[src/rtl/stream_mux_arb_pkg.sv]
// Shared constants and helpers for the stream multiplexer/arbiter slice.
package stream_mux_pkg;

    localparam int MODE_SELECT      = 0;
    localparam int MODE_ROUND_ROBIN = 1;

    // Advance a channel index by one, wrapping back to 0 at n.
    function automatic int next_index(input int idx, input int n);
        return (idx + 1 >= n) ? 0 : idx + 1;
    endfunction

endpackage

[src/rtl/stream_mux_arb_rr_arbiter.sv]
// Combinational round-robin arbiter: grants the first requester at or after
// Ptr, wrapping around to the channels below Ptr.
module rr_arbiter #(
    parameter int N    = 4,
    parameter int SELW = $clog2(N)
) (
    input  logic [N-1:0]    Req,
    input  logic [SELW-1:0] Ptr,
    output logic [N-1:0]    Gnt,
    output logic [SELW-1:0] GntIdx
);

    logic found;

    // Two ordered passes (at/above Ptr, then below Ptr) give the wrapped priority order.
    always_comb begin
        Gnt    = '0;
        GntIdx = '0;
        found  = 1'b0;
        for (int i = 0; i < N; i++) begin
            if (!found && Req[i] && (i >= int'(Ptr))) begin
                found  = 1'b1;
                Gnt[i] = 1'b1;
                GntIdx = SELW'(i);
            end
        end
        for (int i = 0; i < N; i++) begin
            if (!found && Req[i] && (i < int'(Ptr))) begin
                found  = 1'b1;
                Gnt[i] = 1'b1;
                GntIdx = SELW'(i);
            end
        end
    end

endmodule

[src/rtl/stream_mux_arb.sv]
// N-to-1 stream multiplexer with valid/ready handshakes and a registered
// output stage. Channel choice is either an external index or round-robin.
module stream_mux_arb
    import stream_mux_pkg::*;
#(
    parameter int WIDTH    = 32,
    parameter int N        = 4,
    parameter int SELW     = $clog2(N),
    parameter int ARB_MODE = 0
) (
    input  logic               Clock,
    input  logic               Reset_n,
    input  logic [N-1:0]       InValid,
    output logic [N-1:0]       InReady,
    input  logic [N*WIDTH-1:0] InData,
    input  logic [SELW-1:0]    Select,
    output logic               OutValid,
    input  logic               OutReady,
    output logic [WIDTH-1:0]   OutData,
    output logic [SELW-1:0]    OutChannel
);

    logic             out_valid_q, out_valid_d;
    logic [WIDTH-1:0] out_data_q, out_data_d;
    logic [SELW-1:0]  out_channel_q, out_channel_d;
    logic [SELW-1:0]  ptr_q, ptr_d;

    logic             load;
    logic [N-1:0]     grant;
    logic [SELW-1:0]  grant_idx;
    logic             transfer;
    logic [WIDTH-1:0] sel_data;

    // The output register can accept a word when empty or draining this cycle.
    assign load = !out_valid_q || OutReady;

    generate
        if (ARB_MODE == MODE_ROUND_ROBIN) begin : g_rr
            logic unused_select;
            assign unused_select = ^Select;

            rr_arbiter #(
                .N    (N),
                .SELW (SELW)
            ) u_rr_arbiter (
                .Req    (InValid),
                .Ptr    (ptr_q),
                .Gnt    (grant),
                .GntIdx (grant_idx)
            );
        end else begin : g_select
            // An out-of-range Select matches no channel, so no grant is issued.
            always_comb begin
                grant = '0;
                for (int i = 0; i < N; i++) begin
                    grant[i] = (Select == SELW'(i)) && InValid[i];
                end
            end
            assign grant_idx = Select;
        end
    endgenerate

    // Ready only reaches the granted channel, and never while in reset.
    assign InReady  = Reset_n ? (grant & {N{load}}) : '0;
    assign transfer = |(InValid & InReady);

    // Route the granted channel's data toward the output register.
    always_comb begin
        sel_data = '0;
        for (int i = 0; i < N; i++) begin
            if (grant[i]) begin
                sel_data = InData[i*WIDTH +: WIDTH];
            end
        end
    end

    // Next-state: load on transfer, empty on drain-without-refill, else hold.
    always_comb begin
        out_valid_d   = out_valid_q;
        out_data_d    = out_data_q;
        out_channel_d = out_channel_q;
        ptr_d         = ptr_q;
        if (transfer) begin
            out_valid_d   = 1'b1;
            out_data_d    = sel_data;
            out_channel_d = grant_idx;
            if (ARB_MODE == MODE_ROUND_ROBIN) begin
                ptr_d = SELW'(next_index(int'(grant_idx), N));
            end
        end else if (OutReady) begin
            out_valid_d = 1'b0;
        end
    end

    // Output register and round-robin pointer; reset discards any in-flight word.
    always_ff @(posedge Clock or negedge Reset_n) begin
        if (!Reset_n) begin
            out_valid_q   <= 1'b0;
            out_data_q    <= '0;
            out_channel_q <= '0;
            ptr_q         <= '0;
        end else begin
            out_valid_q   <= out_valid_d;
            out_data_q    <= out_data_d;
            out_channel_q <= out_channel_d;
            ptr_q         <= ptr_d;
        end
    end

    assign OutValid   = out_valid_q;
    assign OutData    = out_data_q;
    assign OutChannel = out_channel_q;

endmodule

[config.mk]
export PLATFORM = sky130hd
export DESIGN_NAME = stream_mux_arb
export DESIGN_NICKNAME = d
export VERILOG_FILES = /design/src/rtl/stream_mux_arb_pkg.sv /design/src/rtl/stream_mux_arb_rr_arbiter.sv /design/src/rtl/stream_mux_arb.sv
export SDC_FILE = /design/constraint.sdc
export NUM_CORES = 1
export LEC_CHECK = 0
export ABC_AREA = 0
export BUFFER_PORTS_ARGS = -buffer_cell sky130_fd_sc_hd__clkbuf_2
export CAP_MARGIN = 20
export CORE_MARGIN = 2
export CORE_UTILIZATION = 48
export DETAILED_ROUTE_END_ITERATION = 10
export PLACE_DENSITY = 0.9
export SLEW_MARGIN = 10
export SYNTH_ARGS = -nofsm -noshare
export SYNTH_HDL_FRONTEND = slang
export SYNTH_HIERARCHICAL = 1
export SYNTH_SLANG_ARGS = --single-unit
[constraint.sdc]
create_clock -name Clock -period 3.1 [get_ports Clock]
set_clock_uncertainty 0.2 [all_clocks]
set_input_delay 0.155 -clock Clock [delete_from_list [all_inputs] [get_ports Clock]]
set_output_delay 0.155 -clock Clock [all_outputs]
set_load 0.02 [all_outputs]
Yosys cells after proc, flatten, opt, wreduce, memory -nomap -nowiden
Index checks and enable logic that the tools add are counted.

operators by class
  bitwise operators = 2
  muxes and demuxes = 7
  equality and inequality tests = 3
  reduce and logical (&&, ||, !) cells = 9

operators by type and width
  kind                                                 number
  two-way mux 32 bit                                   4
  bitwise AND 4 bit                                    2
  equality test 2 bit, second input constant           2
  logical AND 1 bit                                    4
  two-way mux 4 bit                                    1
  OR reduction 4 bit                                   1
  equality test 2 x 1 -> 1 bit, second input constant  1
  zero test 2 bit                                      1
  two-way mux 1 bit                                    2
  nonzero test 2 bit                                   1
  zero test 1 bit                                      1
  logical OR 1 bit                                     1

word-level totals
  bits in registers = 35
  bits of input ports = 137
  output and inout port bits = 39

Longest topological paths before layout
  word-level depth = 7
  gate-level depth with buffers = 6

Worst setup path before layout
Ideal clock, no wire load.

  path kind = register -> output
  from = register out_valid_q (netlist: OutValid)
  to = output InReady[0]
  required time = 2745 ps
  arrival = 1451 ps
  path slack = 1294 ps
  stages on the path, launching flop included = 4
  path through = dfrtp_1 nand2b_1 nand2_1 nor4b_1

between the ends
  word-level cells in the longest chain between the ends = 4

ends and longest elaborated chain
  item                      line                   source
  start: declaration        stream_mux_arb.sv:23   logic out_valid_q, out_valid_d;
  start signal: assignment  stream_mux_arb.sv:103  out_valid_q <= out_valid_d;
  zero test 1 bit           stream_mux_arb.sv:35   assign load = !out_valid_q || OutReady;
  logical OR 1 bit          stream_mux_arb.sv:35
  bitwise AND 4 bit         stream_mux_arb.sv:64   assign InReady = Reset_n ? (grant & {N{load}}) : '0;
  two-way mux 4 bit         stream_mux_arb.sv:64
  end: declaration          stream_mux_arb.sv:14   output logic [N-1:0] InReady,

No other way between the ends.

Worst setup path in the final report
  from = input Reset_n
  to = register out_data_q[7] (netlist: OutData[7])

between the ends
  word-level cells in the longest chain between the ends = 3

ends and longest elaborated chain
  item                    line                   source
  start: declaration      stream_mux_arb.sv:12   input logic Reset_n,
  two-way mux 4 bit       stream_mux_arb.sv:64
  bitwise AND 4 bit       stream_mux_arb.sv:65   assign transfer = |(InValid & InReady);
  OR reduction 4 bit      stream_mux_arb.sv:65
  end signal: assignment  stream_mux_arb.sv:104  out_data_q <= out_data_d;
  end: declaration        stream_mux_arb.sv:24   logic [WIDTH-1:0] out_data_q, out_data_d;

No other way between the ends.
A chain may end at the register's enable or synchronous reset.

==> impl_metrics.csv <==
group,metric,value,unit
run_status,status,"finished, final reports clean",
floorplan,dieArea,6940,µm²
global_route,grt_antenna_before_repair,0,
clock_tree,postCtsSetupBuffers,0,
floorplan,std_cell_rows,28,
final_layout,fin_cells,508,
power,p_per_area,407,nW/µm²
global_route,overflow,0,
place,place_area,3810,µm²
place,dpl.hpwl,6.07,mm
synth,synth_area_per_cell,10.5,µm²
setup_path,cpPeakStageDelay,0.68,ns
floorplan,die_y,83.3,µm
synth,ys_seq_elements,35,
place,gp_congestion,0.793,
clock_tree,cts_root_buf,"clkbuf_8",
floorplan,fp.coreArea,5990,µm²
place,port_buffers,175,
detailed_routing,vias,3092,
clock_tree,clk_pin_slew,0.07,ns
synth,synth_cells,289,
synth,syn_nets,426,
setup_path,crit_path_top_delay_cell,"nand3_4",
timing,fmax,412,MHz
synth,yosys_warnings,6,
floorplan,start_util,50.4,%
setup_path,crit_chain,"dlygate4sd3_1, clkbuf_2, nand3_4, mux2_4",
global_route,grt_use_total,24.5,%
place,dp_cells,499,
clock_tree,clock_path_buffers,2,
synth,synth_area,3020,µm²
setup_path,crit_type,"in2reg",
detailed_routing,antenna_left,0,
clock_tree,cts_sinks,35,
setup_path,end_kind,"register",
timing,finalCritPeriodShare,78.3,%
detailed_routing,firstDrtPassIters,5,
final_layout,layout-drive-gt1-share,51.7,%
clock_tree,cts_made_buffers,5,
synth,synth.distinct_cells,23,
timing,hold_viol,0,
floorplan,pin_count,176,
clock_tree,cts_tree,"done",
final_layout,syn_to_final_growth,29.3,%
min_path,hold_class,"in2reg",
detailed_routing,drc_errors,0,
power,cellLeakagePower,1.95,nW
detailed_routing,drtIter0Drc,151,
timing,tightest_slew,1.07,ns
floorplan,die_x,83.3,µm
global_route,grt_pass1_vias,2902,
setup_path,worstPathMaxFanout,35,
detailed_routing,vias_per_cell,6.09,
final_layout,diodes,0,
global_route,grt_max_degree,135,
timing,relSlewSlack,28.6,%
detailed_routing,wl,8.87,mm
clock_tree,worstSkewPairLatency,0.28,ns
final_layout,fin_area,3910,µm²
timing,timing.final.ws_setup,0.672,ns
final_layout,fin_nets,569,
place,pre_cts_ws,0.841,ns
detailed_routing,wire_per_inst,17.5,µm
synth,ys_seq_area_share,29.0,%
setup_path,arrival,2.39,ns
timing,setup_viol,0,
clock_tree,h-tree-depth,2,
timing,report.final.slew_viol_count,0,
timing,rsz0062_at_grt,"false",
power,ir_worst_vdd,199,µV
flow_run,maxCapViolations,0,
global_route,grt_pass1_wl,14.1,mm
timing,period_needed,2.43,ns
setup_path,required,3.06,ns
setup_path,start_kind,"input port",
timing,tns,0,ns
-- cell families (layout without fill, tap and decap cells) --
kind of cell	Yosys count	after routing	synth area share (%)
muxes	35	35	16.9
and+or+nand+nor	171	171	46.0
AOI/OAI and AO/OA	1	1	0.290
DFF	35	35	29.0
buffers and inverters	47	191	7.83
-- routing by layer --
layer | routed length (µm) | GRT usage [%] | vias to the layer above | share of wire [%]
li1 | - | - | 1481 | -
met1 | 3740 | 31.8 | 1453 | 42
met2 | 4340 | 40.4 | 148 | 49
met3 | 699 | 6.66 | 10 | 7.9
met4 | 87 | 6.41 | 0 | 0.98
met5 | 0 | 0 | - | 0
-- cells in the final DEF, fill, tap and decap left out, drive strengths merged --
cell type / synthesis / routed
buf: 10 / 9
mux2i: 1 / 1
nor2: 1 / 1
nor3b: 1 / 1
nand4: 64 / 64
nand2b: 1 / 1
dlygate4sd3: 0 / 1
mux4: 1 / 1
nand3: 2 / 2
o2bb2ai: 1 / 1
mux2: 33 / 33
nand2: 4 / 4
nor4b: 1 / 1
or4bb: 31 / 31
nand4bb: 1 / 1
dfrtp: 35 / 35
nand4b: 64 / 64
clkinv: 0 / 1
clkbuf: 37 / 179
clkinvlp: 0 / 1
nor3: 1 / 1
-- through the flow --
| step | hold WS, ns | utilization (%) | power, mW |
|---|---|---|---|
| floorplan | -0.341 | - | 1.04 |
| global placement | -0.00846 | 63.6 | 1.26 |
| detailed placement | 0.00144 | 63.6 | 1.28 |
| CTS | 0.0598 | 65.2 | 1.60 |
| global route | 0.0616 | 65.2 | 1.68 |
| finish | 0.0640 | 65.2 | 1.59 |
-- cells in the mapped netlist (all sizes together) --
master | count | area (µm²)
nand2b | 1 | 6.26
mux2 | 33 | 477
nand4b | 64 | 561
nand3 | 2 | 22.5
nand2 | 4 | 15.0
nor2 | 1 | 3.75
mux2i | 1 | 10.0
mux4 | 1 | 22.5
buf | 10 | 97.6
nand4bb | 1 | 11.3
or4bb | 31 | 349
nor3 | 1 | 5.00
nor3b | 1 | 7.51
nand4 | 64 | 400
o2bb2ai | 1 | 8.76
clkbuf | 37 | 139
nor4b | 1 | 8.76
dfrtp | 35 | 876
-- worst max-delay path: cells and delay by family --
family / cells / cell delay, ns
AND/OR/NAND/NOR: 1 / 0.68
multiplexers: 1 / 0.51
buffers and inverters: 2 / 1.03
-- flip-flops by register name, indices dropped and copies added, names as in the netlist --
signal and cells:
OutValid 1, OutData 32, OutChannel 2
-- area by class of cell --
type | count | area [µm²]
Tap cell | 75 | 93.8
Sequential cell | 35 | 876
Clock buffer | 6 | 72.6
Timing Repair Buffer | 183 | 943
Clock inverter | 2 | 12.5
Multi-Input combinational cell | 207 | 1910
Fill cell | 502 | 2080
-- report_power, final --
group	internal [mW]	switching, mW	leakage, nW
clock network	0.157	0.163	0.0412
registers	0.554	0.0622	0.453
logic	0.314	0.341	1.46
-- path summary, 6_finish.rpt --
path,depth (start not counted),end,slack [ns],startpoint
setup / recovery,4,OutData[7],0.67,Reset_n
hold / removal,4,OutData[18],0.06,InData[114]
setup reg to reg,3,OutData[7],1.11,OutValid
hold reg to reg,1,OutChannel[1],0.31,OutChannel[1]
max in group asynchronous,3,OutData[28],1.85,Reset_n
min in group asynchronous,2,OutData[15],0.22,Reset_n
-- timing repair --
item,CTS,global route
hold buffers,1,0
endpoints found under the hold margin,21,0
setup endpoints to repair,0,0
gates resized for setup,0,0
Note: power is estimated with default switching activity, not from simulation.
